## config.mk

```make
export PLATFORM = sky130hd
export DESIGN_NAME = pipe_stage_buf_flat
export DESIGN_NICKNAME = d
export VERILOG_FILES = /design/src/rtl/ysyx_pipe_pkg.sv /design/src/rtl/pipe_stage_buf_if.sv /design/src/rtl/pipe_buf_ptr.sv /design/src/rtl/pipe_stage_buf.sv /design/src/flat_wrapper.sv
export SDC_FILE = /design/constraint.sdc
export NUM_CORES = 1
export LEC_CHECK = 0
export BUFFER_PORTS_ARGS = -buffer_cell sky130_fd_sc_hd__buf_2
export CAP_MARGIN = 20
export CORE_MARGIN = 2
export CORE_UTILIZATION = 55
export DETAILED_ROUTE_END_ITERATION = 12
export GPL_ROUTABILITY_DRIVEN = 0
export GPL_TIMING_DRIVEN = 0
export HOLD_SLACK_MARGIN = 0.08
export PLACE_DENSITY_LB_ADDON = 0.3
export SLEW_MARGIN = 15
export SYNTH_ARGS = -nofsm -noshare
export SYNTH_HDL_FRONTEND = slang
export SYNTH_SLANG_ARGS = --single-unit
```

## constraint.sdc

```tcl
create_clock -name clk -period 7.5 [get_ports clk]
set_input_delay 0 -clock clk [delete_from_list [all_inputs] [get_ports clk]]
set_output_delay 0 -clock clk [all_outputs]
set_load 0.01 [all_outputs]
```

## src/rtl/ysyx_pipe_pkg.sv

```systemverilog
// ysyx_pipe_pkg: shared definitions for the five-stage valid/ready chain.
//   - Payload widths for each inter-stage buffer (IFU->IDU, IDU->EXU, EXU->LSU, LSU->WBU).
//   - Packed payload structs whose $bits() is used as WIDTH at instantiation.
//   - ptr_w(): index width for a modulo-DEPTH pointer (at least 1 bit).
package ysyx_pipe_pkg;

  localparam int IFU_DATA_W = 64;
  localparam int IDU_DATA_W = 192;
  localparam int EXU_DATA_W = 109;
  localparam int LSU_DATA_W = 104;

  typedef struct packed {
    logic [31:0] pc;
    logic [31:0] inst;
  } ifu_data_t;

  typedef struct packed {
    logic [31:0] pc;
    logic [31:0] inst;
    logic [31:0] rs1_val;
    logic [31:0] rs2_val;
    logic [31:0] imm;
    logic [4:0]  rd;
    logic [26:0] ctrl;
  } idu_data_t;

  typedef struct packed {
    logic [31:0] pc;
    logic [31:0] alu_res;
    logic [31:0] st_data;
    logic [4:0]  rd;
    logic [7:0]  ctrl;
  } exu_data_t;

  typedef struct packed {
    logic [31:0] pc;
    logic [31:0] wb_data;
    logic [31:0] csr_data;
    logic [4:0]  rd;
    logic [2:0]  ctrl;
  } lsu_data_t;

  // A single-entry buffer still carries a 1-bit pointer that simply stays at 0.
  function automatic int ptr_w(input int depth);
    return (depth > 1) ? $clog2(depth) : 1;
  endfunction

endpackage

```

## src/rtl/pipe_stage_buf_if.sv

```systemverilog
// pipe_stage_buf_if: one valid/ready payload channel.
//   valid  producer -> consumer  payload valid
//   ready  consumer -> producer  consumer accepts this cycle
//   data   producer -> consumer  payload (WIDTH bits)
// master = producer side, slave = consumer side.
interface pipe_stage_buf_if #(
  parameter int WIDTH = 32
);
  logic             valid;
  logic             ready;
  logic [WIDTH-1:0] data;

  modport master (output valid, output data, input ready);
  modport slave  (input valid, input data, output ready);
endinterface

```

## src/rtl/pipe_buf_ptr.sv

```systemverilog
// pipe_buf_ptr: modulo-DEPTH pointer, wraps DEPTH-1 -> 0 for any DEPTH.
//   clk  in   clock
//   rst  in   asynchronous reset, active-low (ptr -> 0)
//   clr  in   synchronous clear, wins over inc
//   inc  in   advance by one
//   ptr  out  current index, ptr_w(DEPTH) bits
module pipe_buf_ptr
  import ysyx_pipe_pkg::*;
#(
  parameter int DEPTH = 2,
  localparam int PW   = ptr_w(DEPTH)
) (
  input  logic          clk,
  input  logic          rst,
  input  logic          clr,
  input  logic          inc,
  output logic [PW-1:0] ptr
);

  localparam logic [PW-1:0] LAST = PW'(DEPTH - 1);

  always_ff @(posedge clk or negedge rst) begin
    if (!rst)      ptr <= '0;
    else if (clr)  ptr <= '0;
    else if (inc)  ptr <= (ptr == LAST) ? '0 : ptr + PW'(1);
  end

endmodule

```

## src/rtl/pipe_stage_buf.sv

```systemverilog
// pipe_stage_buf: in-order inter-stage buffer of up to DEPTH payloads.
//   clk     in   clock
//   rst     in   asynchronous reset, active-low; drops all entries
//   flush   in   synchronous flush; voids this cycle's push and pop
//   in_if   slave  upstream valid/ready/data
//   out_if  master downstream valid/ready/data (data = head entry)
//   count   out  occupancy, $clog2(DEPTH+1) bits
// BYPASS=1 forwards in_data combinationally while empty; PIPE_READY=1 lets a
// full buffer accept when the head leaves in the same cycle.
module pipe_stage_buf
  import ysyx_pipe_pkg::*;
#(
  parameter int WIDTH      = 32,
  parameter int DEPTH      = 2,
  parameter bit BYPASS     = 1'b0,
  parameter bit PIPE_READY = 1'b0,
  localparam int CW        = $clog2(DEPTH + 1)
) (
  input  logic                    clk,
  input  logic                    rst,
  input  logic                    flush,
  pipe_stage_buf_if.slave         in_if,
  pipe_stage_buf_if.master        out_if,
  output logic [CW-1:0]           count
);

  localparam int            PW     = ptr_w(DEPTH);
  localparam logic [CW-1:0] FULL_C = CW'(DEPTH);

  if (WIDTH < 1 || DEPTH < 1) begin : g_bad_param
    $error("pipe_stage_buf: WIDTH and DEPTH must both be >= 1");
  end

  logic [WIDTH-1:0] mem [DEPTH];
  logic [PW-1:0]    rd_ptr, wr_ptr;
  logic [CW-1:0]    cnt;
  logic             empty, full, bypass_now;
  logic             push, pop, wr_en, rd_en;

  always_comb begin
    empty        = (cnt == '0);
    full         = (cnt == FULL_C);
    bypass_now   = BYPASS && empty;
    // Ready is deliberately not gated by flush; flush only voids the transfer.
    in_if.ready  = !full || (PIPE_READY && out_if.ready && full);
    out_if.valid = !flush && (!empty || (bypass_now && in_if.valid));
    out_if.data  = bypass_now ? in_if.data : mem[rd_ptr];
    push         = in_if.valid && in_if.ready && !flush;
    pop          = out_if.valid && out_if.ready;
    // A bypassed payload that is consumed immediately never touches storage.
    wr_en        = push && !(bypass_now && out_if.ready);
    rd_en        = pop && !empty;
  end

  assign count = cnt;

  always_ff @(posedge clk or negedge rst) begin
    if (!rst)                  cnt <= '0;
    else if (flush)            cnt <= '0;
    else if (wr_en && !rd_en)  cnt <= cnt + CW'(1);
    else if (rd_en && !wr_en)  cnt <= cnt - CW'(1);
  end

  // Payload storage carries no reset; occupancy alone decides what is valid.
  always_ff @(posedge clk) begin
    if (wr_en) mem[wr_ptr] <= in_if.data;
  end

  pipe_buf_ptr #(.DEPTH(DEPTH)) u_rd_ptr (
    .clk (clk), .rst (rst), .clr (flush), .inc (rd_en), .ptr (rd_ptr)
  );

  pipe_buf_ptr #(.DEPTH(DEPTH)) u_wr_ptr (
    .clk (clk), .rst (rst), .clr (flush), .inc (wr_en), .ptr (wr_ptr)
  );

  // Occupancy must match the pointer distance; full and empty both give distance 0.
  logic cnt_ok;
  always_comb begin
    cnt_ok = (int'(cnt) <= DEPTH) &&
             (((int'(wr_ptr) - int'(rd_ptr) + DEPTH) % DEPTH) == (int'(cnt) % DEPTH));
  end

  a_cnt_ptr : assert property (@(posedge clk) disable iff (!rst) cnt_ok);

endmodule
```

## src/flat_wrapper.sv

```systemverilog
// flat-port wrapper written by rule: the top's interface ports become plain ports
module pipe_stage_buf_flat import ysyx_pipe_pkg::*;
#(
  parameter int WIDTH      = 32,
  parameter int DEPTH      = 2,
  parameter bit BYPASS     = 1'b0,
  parameter bit PIPE_READY = 1'b0,
  localparam int CW        = $clog2(DEPTH + 1)
)
  (clk, rst, flush, count, in_if_valid, in_if_data, in_if_ready, out_if_valid, out_if_data, out_if_ready);
  pipe_stage_buf_if #(.WIDTH(WIDTH)) in_if_i ();
  pipe_stage_buf_if #(.WIDTH(WIDTH)) out_if_i ();
  input  logic clk;
  input  logic rst;
  input  logic flush;
  output logic [CW-1:0] count;
  input wire logic [$bits(in_if_i.valid)-1:0] in_if_valid;
  input wire logic [$bits(in_if_i.data)-1:0] in_if_data;
  output wire logic [$bits(in_if_i.ready)-1:0] in_if_ready;
  output wire logic [$bits(out_if_i.valid)-1:0] out_if_valid;
  output wire logic [$bits(out_if_i.data)-1:0] out_if_data;
  input wire logic [$bits(out_if_i.ready)-1:0] out_if_ready;
  assign in_if_i.valid = in_if_valid;
  assign in_if_i.data = in_if_data;
  assign in_if_ready = in_if_i.ready;
  assign out_if_valid = out_if_i.valid;
  assign out_if_data = out_if_i.data;
  assign out_if_i.ready = out_if_ready;
  pipe_stage_buf #(.WIDTH(WIDTH), .DEPTH(DEPTH), .BYPASS(BYPASS), .PIPE_READY(PIPE_READY)) u_core (.clk(clk), .rst(rst), .flush(flush), .in_if(in_if_i), .out_if(out_if_i), .count(count));
endmodule
```

Yosys cells after proc, flatten, opt, wreduce, memory -nomap -nowiden. Memory sizes are Yosys's and may differ from the RTL's. Cells that the tools add are included.

$add $sub $neg: 4. Equal/unequal tests: 1. Mux-type cells: 11. Reductions and logical operators: 16.

Operators with widths (number): $mux 1 (8); $logic_and 1x1->1 (7); $mux 2 (3); $logic_not 1->1 (5); $reduce_bool 2->1 (2); $reduce_bool 3->1 (1); $add 1x1->1 const B (2); $add 2x1->2 const B (1); $eq 2x2->1 const B (1); $logic_not 2->1 (1); $sub 2x1->2 const B (1).

Register bits after elaboration: 4. Bits in writable memories: 64. Input port bits: 37. Output and inout port bits: 36. Word-level logic and storage cells: 36. Memories kept: 1.

Memories: u_core.mem (depth 2, width 32, read ports 1, clocked after Yosys merged registers in 0, write ports 1, RTL line pipe_stage_buf.sv:34) `logic [WIDTH-1:0] mem [DEPTH];`.

Longest topological paths before layout. Gate-level depths: netlist (run 1).

Word-level depth: 9. Mapped depth: 4. Gate-level depth less buffers: 4.

Cells and area by module. From an unflattened synthesis (run 1), not the netlist that was laid out.

Cells, all modules: 125. Area, all modules: 2566.2 µm².

By module, submodules not included: pipe_stage_buf (instances 1, cells an instance 119, area an instance 2491.1 µm², sequential area each 1971.9 µm²); pipe_buf_ptr (instances 2, cells an instance 3, area an instance 37.5 µm², sequential area each 25.0 µm²).

Worst setup path after synthesis (run 1). No wires, ideal clock.

Path kind: register to register. Start point: register u_core.cnt[1], in the netlist u_core.count[1]. End point: memory u_core.mem[1][0] (enable). Setup time: 0.468 ns. Data arrival time: 3.188 ns. Data required time: 7.032 ns. Path slack: 3.845 ns. Cell stages (with the launch flop): 5. Path buffers: 0. Clock period less this slack: 3.655 ns. Cell sequence: dfrtp_1 nor2b_2 inv_2 nand2_1 nor3b_1.

Longest elaborated chain between the ends: 6.

RTL lines: start: declaration (RTL line pipe_stage_buf.sv:36) `logic [CW-1:0] cnt;`; start signal: assignment (RTL line pipe_stage_buf.sv:60) `else if (wr_en && !rd_en) cnt <= cnt + CW'(1);`; start signal: assignment (RTL line pipe_stage_buf.sv:61) `else if (rd_en && !wr_en) cnt <= cnt - CW'(1);`; $eq 2x2->1 (RTL line pipe_stage_buf.sv:42) `full = (cnt == FULL_C);`; $logic_not 1->1 (RTL line pipe_stage_buf.sv:45) `in_if.ready = !full || (PIPE_READY && out_if.ready && full);`; named net in_if_ready (RTL line flat_wrapper.sv:19) `output wire logic [$bits(in_if_i.ready)-1:0] in_if_ready;`; $logic_and 1x1->1 (2 in series) (RTL line pipe_stage_buf.sv:48) `push = in_if.valid && in_if.ready && !flush;`; $mux 1 (RTL line pipe_stage_buf.sv:66) `if (wr_en) mem[wr_ptr] <= in_if.data;`; $mux 1 (implied by the code) (RTL line pipe_stage_buf.sv:66); end: declaration (RTL line pipe_stage_buf.sv:34).

The timed path passes the listed nets, and every way through them passes these cells.

Worst setup path in the final report (run 1).
Start point: register u_core.cnt[1], in the netlist u_core.count[1]. End point: memory u_core.mem[0][23] (enable).

Longest elaborated chain between the ends: 6.

RTL lines (RTL line): $eq 2x2->1 (pipe_stage_buf.sv:42); $logic_not 1->1 (pipe_stage_buf.sv:45); $logic_and 1x1->1 (2 in series) (pipe_stage_buf.sv:48); $mux 1 (pipe_stage_buf.sv:66); $mux 1 (implied by the code) (pipe_stage_buf.sv:66).

Every way passes these cells.

==> flow_summary.json, run 1 <==
{
  "h-tree-depth": 3,
  "ir_drop_v": 0.000172,
  "synthAdderAreaFrac": 0,
  "viasPerCell": 5.18,
  "syn2layout_area_growth_pct": 41.8,
  "synthSimpleGateAreaFrac": 0.0251,
  "worst-path-max-fanout": 9,
  "fp.dieH_um": 71.9,
  "p_seq_frac": 0.532,
  "final_common_cell": "buf_2",
  "final_util": 0.815,
  "worst_pin_slew_ps": 919,
  "synthXorXnorAreaFrac": 0.00345,
  "synth.distinct_cells": 19,
  "ios": 73,
  "worstPathRequired_ps": 7540,
  "globalRouteOverflowTotal": 0,
  "yosys-top-cells-area": "edfxtp_1, mux2_2, dfrtp_1",
  "hold_viol": 0,
  "antenna_found_initial": 0,
  "clkSlewWorstSetupHoldPaths_ps": 70,
  "skew_ps": 9.02,
  "die_area_um2": 5170,
  "wl_um": 5150,
  "fin_crit_ps": 2330,
  "start_util": 0.575,
  "cts_buffers": 9,
  "internal-power_uw": 635,
  "syn_nets": 164,
  "dr_total_vias": 1605,
  "drive_above_1_share": 0.519,
  "io_buffers": 72,
  "dpl_cell_area_um2": 3040,
  "drc": 0,
  "cts_tree": "done",
  "dr.pass1.iters": 4,
  "core_um2": 4410,
  "netlist.area_leader.share": 0.757,
  "synth_compound_area_frac": 0.0178,
  "layout_common_cells": "buf_2, edfxtp_1, dlygate4sd3_1",
  "dp_hpwl_um": 3130,
  "syn_area_um2": 2540,
  "root_buffer": "clkbuf_8",
  "synth_top_family_by_area": "multiplexers",
  "fp-row-count": 24,
  "switchingPower_uw": 185,
  "grt_pass1_wl_um": 7850,
  "syn_inst": 127,
  "period_share": 0.311,
  "yosys-mux-area-fraction": 0.146,
  "grt_usage": 0.209,
  "worstPathArrival_ps": 2370,
  "pwr-share-comb": 0.118,
  "hp-class": "in -> reg",
  "grt_max_degree": 13,
  "final_area_um2": 3600,
  "fin_nets": 290,
  "yosys_warnings": 0,
  "ys_seq_area_frac": 0.797,
  "rsz0062_at_grt": "false",
  "timing.fmax_mhz": 429,
  "ys_ff_latch": 68,
  "drv_slew": 0,
  "cts_buffer_depth": 2,
  "die_x_um": 71.9,
  "grt_pass1_vias": 1682,
  "drv_cap": 0,
  "clock_latency_ps": 330,
  "setup_tns_ps": 0,
  "cts_setup_buffers": 0,
  "wl_per_cell_um": 16.6,
  "diodes": 0,
  "worstSetupEndpointType": "register",
  "synth_top_area_cell": "edfxtp_1",
  "leakagePower_uw": 0.00139,
  "cts_resized": 0,
  "synth.avg_cell_area_um2": 20.0,
  "cts.sinks": 68,
  "startpoint_type": "register",
  "critical_path_class": "reg -> reg",
  "outcome": "finished clean",
  "p_clk_frac": 0.350,
  "relSlewSlack": 0.384,
  "drtAntennaViolNets": 0,
  "p_sw_frac": 0.225,
  "drt-initial-drc-count": 83,
  "power_density_nw_per_um2": 228,
  "power_uw": 819,
  "setup_violations": 0,
  "hold_ws_ps": 103
}
==> layout make-up <==
type	instances	area, um^2
Buffer	4	20.0
Clock buffer	9	124
Clock inverter	7	67.6
Fill cell	235	816
Inverter	2	7.51
Multi-Input combinational cell	53	498
Sequential cell	68	2020
Tap cell	52	65.1
Timing Repair Buffer	115	795
==> cell families (layout without fill, tap and decap cells) <==
family          Yosys count  count (layout)
compound gates            8               8
simple gates             11              11
flops                    68              68
xor+xnor                  1               1
buf+inv                   6             137
mux                      33              33
==> Yosys cell counts, drive strengths merged <==
cell	instances
nor3b	2
inv	2
or3	1
mux2i	1
buf	4
nand3b	1
nor2	3
xor2	1
nor2b	1
edfxtp	64
or2	1
a21o	1
nor3	1
o21ai	2
nand2	1
o211ai	1
a21oi	4
dfrtp	4
mux2	32
==> stage by stage <==
stage / setup WS [ps] / cells
floorplan: 3840 / 127
global placement: 2890 / 251
detailed placement: 5150 / 257
CTS: 5150 / 310
global route: 5040 / 310
finish: 5170 / 310
==> path summary, 6_finish.rpt <==
check	to	slack, ps	start	cells past startpoint
max	u_core.mem[0][23]$_DFFE_PP_	5170	u_core.count[1]$_DFFE_PN0P_	7
min	u_core.u_wr_ptr.ptr$_DFFE_PN0P_	100	in_if_valid	4
max reg2reg	u_core.mem[0][23]$_DFFE_PP_	5170	u_core.count[1]$_DFFE_PN0P_	7
min reg2reg	u_core.u_wr_ptr.ptr$_DFFE_PN0P_	630	u_core.u_wr_ptr.ptr$_DFFE_PN0P_	2
max in group asynchronous	u_core.u_rd_ptr.ptr$_DFFE_PN0P_	6750	rst	3
min in group asynchronous	u_core.count[0]$_DFFE_PN0P_	570	rst	3
==> sequential cells by signal, summed over array words and instances, names as in the netlist <==
| register | flops |
|---|---|
| u_core.mem | 64 |
| u_core.count | 2 |
| u_core.u_rd_ptr.ptr | 1 |
| u_core.u_wr_ptr.ptr | 1 |
==> power groups by stage <==
stage | registers (uW) | clock network, uW | logic [uW]
detailed placement | 444 | 0 | 80.5
global route | 436 | 307 | 104
finish | 436 | 287 | 96.6
global placement | 444 | 0 | 73.2
floorplan | 443 | 0 | 42.4
CTS | 435 | 288 | 96.2
==> worst max-delay path, stage by stage (launching register included) <==
cell     delay, ps
dfrtp_1        470
nor2b_2        210
inv_2           70
nand2_1        100
nor3_2         630
buf_6          240
buf_6          160
buf_6          160
==> routing by layer <==
layer	part of all wire	up-vias	GRT usage	wire, um
met5	0	-	0	0
met4	0.020	0	0.119	101
met3	0.056	11	0.0444	286
met2	0.53	70	0.355	2730
met1	0.39	777	0.247	2030
li1	-	747	-	-
==> timing repair <==
| action | in CTS | in global routing |
|---|---|---|
| endpoints found under the setup margin | 0 | 0 |
| hold buffers | 37 | 0 |
| endpoints found under the hold margin | 72 | 0 |
Power figures use the tool's default switching activity.
==> run 2: changes to the inputs <==
--- a/config.mk
+++ b/config.mk
@@ -8,7 +8,7 @@
 export BUFFER_PORTS_ARGS = -buffer_cell sky130_fd_sc_hd__buf_2
 export CAP_MARGIN = 20
 export CORE_MARGIN = 2
-export CORE_UTILIZATION = 55
+export CORE_UTILIZATION = 46
 export DETAILED_ROUTE_END_ITERATION = 12
 export GPL_ROUTABILITY_DRIVEN = 0
 export GPL_TIMING_DRIVEN = 0
==> constraint.sdc (replaced) <==
create_clock -name clk -period 2.1 [get_ports clk]
set_input_delay 0 -clock clk [delete_from_list [all_inputs] [get_ports clk]]
set_output_delay 0 -clock clk [all_outputs]
set_load 0.01 [all_outputs]
==> run 2 against run 1 <==
Compared with the run above:
- setup slack got worse by 4700 ps
- sequential power rose to 3.6 times the previous value
- routed wire length fell by 11%
- critical path depth fell by 1
- largest power group unchanged
- global-route usage fell by 4.7 points
- design area rose by 1.4%
- critical endpoint is now u_core.mem[0][16]$_DFFE_PP_
- register-to-register slack got worse by 4700 ps
==> flow_summary.json, run 2 (same netlist as run 1, synthesis figures left out) <==
{
  "dpl_cell_area_um2": 3090,
  "drt-initial-drc-count": 84,
  "root_buffer": "clkbuf_8",
  "period_share": 0.783,
  "hold_viol": 0,
  "clkSlewWorstSetupHoldPaths_ps": 70,
  "critical_path_class": "reg -> reg",
  "ir_drop_v": 0.000567,
  "final_area_um2": 3650,
  "antenna_found_initial": 0,
  "die_x_um": 78.3,
  "largest_reg_flops": 64,
  "multi_input_area_um2": 513,
  "skew_ps": 6.75,
  "top_register": "u_core.mem",
  "startpoint_type": "register",
  "cts_buffers": 9,
  "final_common_cell": "buf_2",
  "layout_common_cells": "buf_2, edfxtp_1, dlygate4sd3_1",
  "p_sw_frac": 0.214,
  "fin_nets": 289,
  "leakagePower_uw": 0.00140,
  "setup_violations": 0,
  "dp_hpwl_um": 2890,
  "die_area_um2": 6130,
  "dr.pass1.iters": 4,
  "hp-class": "in -> reg",
  "globalRouteOverflowTotal": 0,
  "drv_cap": 0,
  "relSlewSlack": 0.812,
  "rsz0062_at_grt": "false",
  "drv_slew": 0,
  "dr_total_vias": 1549,
  "r2r_slack_ps": 460,
  "core_um2": 5410,
  "cts_setup_buffers": 0,
  "drc": 0,
  "h-tree-depth": 3,
  "cts.sinks": 68,
  "start_util": 0.469,
  "grt_usage": 0.161,
  "wl_per_cell_um": 14.0,
  "pwr-share-comb": 0.121,
  "fp.dieH_um": 78.3,
  "wl_um": 4590,
  "power_density_nw_per_um2": 789,
  "grt_pass1_vias": 1581,
  "p_clk_frac": 0.339,
  "drtAntennaViolNets": 0,
  "viasPerCell": 4.71,
  "outcome": "finished clean",
  "fillers": 405,
  "io_buffers": 72,
  "syn2layout_area_growth_pct": 43.8,
  "clock_latency_ps": 330,
  "fin_crit_ps": 1640,
  "worstPathArrival_ps": 1680,
  "worst_pin_slew_ps": 281,
  "switchingPower_uw": 617,
  "worstSetupEndpointType": "register",
  "grt_pass1_wl_um": 7110,
  "power_uw": 2880,
  "grt_max_degree": 17,
  "cts_buffer_depth": 2,
  "internal-power_uw": 2260,
  "ios": 73,
  "worstPathRequired_ps": 2130,
  "diodes": 0,
  "ff_latch_area_um2": 2020,
  "fp-row-count": 27,
  "p_seq_frac": 0.540,
  "drive_above_1_share": 0.518,
  "timing.fmax_mhz": 608,
  "cts_tree": "done",
  "worst-path-max-fanout": 16
}
## run 2: cell types whose count changed in the layout (fill, tap and decap cells not counted), moves of 2 or more
| cell | previous run | this run |
|---|---|---|
| buf_6 | 5 | 0 |
| buf_8 | 0 | 3 |
| clkinv_2 | 2 | 4 |
| clkinvlp_4 | 2 | 0 |
## run 2: worst paths after layout
check	from	to	depth (start not counted)
min	in_if_data[5]	u_core.mem[1][5]$_DFFE_PP_	2
max reg2reg	u_core.count[1]$_DFFE_PN0P_	u_core.mem[0][16]$_DFFE_PP_	6
max in group asynchronous	rst	u_core.count[1]$_DFFE_PN0P_	3
min in group asynchronous	rst	u_core.u_wr_ptr.ptr$_DFFE_PN0P_	3
min reg2reg	u_core.u_wr_ptr.ptr$_DFFE_PN0P_	u_core.u_wr_ptr.ptr$_DFFE_PN0P_	2
max	u_core.count[1]$_DFFE_PN0P_	u_core.mem[0][16]$_DFFE_PP_	6
## run 2: routing by layer
metal	share of wire	up-vias	GRT usage
li1	-	748	-
met1	0.40	738	0.175
met2	0.52	55	0.276
met3	0.056	8	0.0448
met4	0.022	0	0.107
met5	0	-	0
## run 2: cell type report
cell class | count | share of cell area
multi-input cells | 53 | 0.141
inverters | 2 | 0.00206
plain buffers | 4 | 0.00549
clock buffers | 9 | 0.0340
flip-flops and latches | 68 | 0.555
well taps | 72 | 0.0247
clock inverters | 7 | 0.0158
repair buffers | 114 | 0.223
## run 2: per-stage QoR
stage / hold slack (ps) / setup WS [ps] / setup TNS [ps] / instances / utilization
after CTS: 369 / 437 / 0 / 329 / 0.675
after global routing: 380 / 379 / 0 / 329 / 0.675
after floorplan: -296 / 5.81 / 0 / 127 / -
after global placement: -185 / -418 / -22810 / 271 / 0.558
after detailed placement: -186 / 455 / 0 / 275 / 0.571
final: 390 / 455 / 0 / 329 / 0.675
## run 2: power by group through the flow
stage / Clock (uW) / Combinational, uW / Sequential [uW]
6_report: 977 / 348 / 1560
5_1_grt: 1060 / 376 / 1560
4_1_cts: 1010 / 351 / 1560
3_5_place_dp: 0 / 294 / 1580
3_3_place_gp: 0 / 274 / 1580
2_1_floorplan: 0 / 155 / 1580
## run 2: what timing repair did
item                                   4_1_cts  5_1_grt
resized for setup                            0        0
setup endpoints to repair                    0        0
hold buffers                                38        0
endpoints found under the hold margin       72        0
## run 2: worst max-delay path: stages, from the launching register on
cell and delay [ps]:
dfrtp_2 440, nor2b_2 180, inv_2 80, nand2_2 90, nor3_4 170, buf_8 210, buf_16 170
==> run 3: changes to the inputs <==
--- a/config.mk
+++ b/config.mk
@@ -8,7 +8,7 @@
 export BUFFER_PORTS_ARGS = -buffer_cell sky130_fd_sc_hd__buf_2
 export CAP_MARGIN = 20
 export CORE_MARGIN = 2
-export CORE_UTILIZATION = 46
+export CORE_UTILIZATION = 51
 export DETAILED_ROUTE_END_ITERATION = 12
 export GPL_ROUTABILITY_DRIVEN = 0
 export GPL_TIMING_DRIVEN = 0
==> constraint.sdc (replaced) <==
create_clock -name clk -period 1.54 [get_ports clk]
set_input_delay 0 -clock clk [delete_from_list [all_inputs] [get_ports clk]]
set_output_delay 0 -clock clk [all_outputs]
set_load 0.01 [all_outputs]
==> run 3 against run 2 <==
Compared with the run above:
- clock skew about the same
- sequential share of layout area down 1.0 points
- design area up 2.0%
- first-iteration DRC count down 37%
- flip-flop and latch count unchanged
- critical path depth unchanged
- combinational power up 47%
- register-to-register slack worse by 410 ps
- power up 32%
- setup slack worse by 410 ps
- cell count up 0.61%
- fmax up 10%
==> flow_summary.json, run 3 (same netlist as run 1, synthesis figures left out) <==
{
  "leakagePower_uw": 0.00143,
  "drt-initial-drc-count": 53,
  "slowest_delay_ps": 400,
  "grt_max_degree": 16,
  "layoutNonFillerInstCount": 331,
  "core_um2": 4750,
  "setup_violations": 0,
  "root_buffer": "clkbuf_8",
  "cpMostUsedCell": "buf_8",
  "rr_worst_depth": 6,
  "die_x_um": 74.5,
  "clock_latency_ps": 330,
  "worstPathRequired_ps": 1570,
  "hp-start": "in_if_valid",
  "drv_slew": 0,
  "ir_drop_v": 0.000786,
  "cts_buffers": 9,
  "fillers": 295,
  "grt_pass1_vias": 1637,
  "cp_top_family": "simple AND/OR/NAND/NOR gates",
  "viasPerCell": 4.82,
  "dr.pass1.iters": 4,
  "crit_chain": "nor2b_4 -> inv_2 -> nand2_4 -> nor3_4 -> buf_8 -> buf_8",
  "timing.fmax_mhz": 670,
  "cts_buffer_depth": 2,
  "cp.depth": 6,
  "worstPathArrival_ps": 1530,
  "drive_above_1_share": 0.530,
  "crit_buf_inv": 3,
  "top_register": "u_core.mem",
  "grt_pass1_wl_um": 7670,
  "relSlewSlack": 0.841,
  "cpMaxStageDelayCell": "dfrtp_2",
  "die_area_um2": 5560,
  "h-tree-depth": 3,
  "fp.dieH_um": 74.5,
  "globalRouteOverflowTotal": 0,
  "cts_tree": "done",
  "rsz0062_at_grt": "true",
  "io_buffers": 72,
  "hold_viol": 0,
  "power_density_nw_per_um2": 1020,
  "dr_total_vias": 1597,
  "cts.sinks": 68,
  "syn2layout_area_growth_pct": 46.6,
  "final_util": 0.782,
  "r2r_start": "u_core.count[1]$_DFFE_PN0P_",
  "dp_cells": 270,
  "worst_pin_slew_ps": 236,
  "ios": 73,
  "diodes": 0,
  "drv_cap": 0,
  "antenna_found_initial": 0,
  "drc": 0,
  "wl_um": 5110,
  "crit-reg2reg-capture": "u_core.mem[0][16]$_DFFE_PP_",
  "r2r_slack_ps": 50,
  "startpoint_type": "register",
  "fin_crit_ps": 1490,
  "outcome": "finished clean",
  "worstSetupEndpointType": "register",
  "wl_per_cell_um": 15.4,
  "drtAntennaViolNets": 0,
  "hold_end": "u_core.u_wr_ptr.ptr$_DFFE_PN0P_",
  "fp-row-count": 25,
  "layout_common_cells": "buf_2, edfxtp_1, dlygate4sd3_1",
  "skew_ps": 6.68,
  "hold_depth": 4,
  "hp-class": "in -> reg",
  "grt_usage": 0.198,
  "worst-path-max-fanout": 15,
  "period_share": 0.970,
  "critical_path_class": "reg -> reg",
  "start_util": 0.534,
  "clkSlewWorstSetupHoldPaths_ps": 70,
  "largest_reg_flops": 64,
  "startpoint": "u_core.count[1]$_DFFE_PN0P_",
  "final_common_cell": "buf_2",
  "power_uw": 3790,
  "dp_hpwl_um": 3040,
  "fin_nets": 296
}
run 3: worst max-delay path by stage:
stage / end / slack, ps
6_report: u_core.mem[0][16]$_DFFE_PP_ / 50
5_1_grt: out_if_data[15] / 0.1
4_1_cts: out_if_data[2] / -6
3_5_place_dp: u_core.mem[1][9]$_DFFE_PP_ / -330
3_3_place_gp: u_core.mem[1][8]$_DFFE_PP_ / -790
2_1_floorplan: u_core.mem[1][0]$_DFFE_PP_ / -510
run 3: layout make-up:
cell class | instances | area [um^2] | share of cell area
plain buffers | 4 | 45.0 | 0.0121
flip-flops and latches | 68 | 2020 | 0.544
repair buffers | 121 | 883 | 0.237
clock inverters | 3 | 13.8 | 0.00370
inverters | 2 | 7.51 | 0.00202
well taps | 67 | 83.8 | 0.0225
multi-input cells | 53 | 523 | 0.141
clock buffers | 13 | 139 | 0.0373
run 3: where the power goes:
part	total, uW	internal, uW	switching [uW]	leakage [uW]
combinational	511	285	226	0.000714
sequential	2120	2100	22.7	0.000637
clock	1160	576	581	0.0000788
total	3790	2960	830	0.00143
run 3: per-stage QoR:
stage | area, um^2 | hold slack, ps | TNS [ps] | setup WS, ps
after global routing | 3720 | 95.7 | 0 | 0.0993
after floorplan | 2570 | -296 | -29490 | -509
final | 3720 | 107 | 0 | 46.4
after detailed placement | 3080 | -193 | -11070 | -329
after global placement | 3020 | -194 | -47180 | -794
after CTS | 3660 | 81.9 | -13.5 | -6.43
run 3: repair_timing:
action                                  CTS  global route
endpoints found under the hold margin    72             0
setup buffers                             6             2
gates resized for setup                   4             7
cloned                                    0             1
hold buffers                             36             0
endpoints found under the setup margin   81            87
pin swaps                                 2             1
run 3: metal layers:
layer | vias up | global-route usage | wire length (um)
met2 | 55 | 0.374 | 2850
met3 | 8 | 0.0447 | 232
met4 | 0 | 0.109 | 89
li1 | 762 | - | -
met5 | - | 0 | 0
met1 | 772 | 0.199 | 1940
run 3: worst min-delay path, delay by kind of cell:
family | cells | cell delay, ps
buffers and inverters | 2 | 220
AO/OA/AOI/OAI | 1 | 60
AND/OR/NAND/NOR | 1 | 110
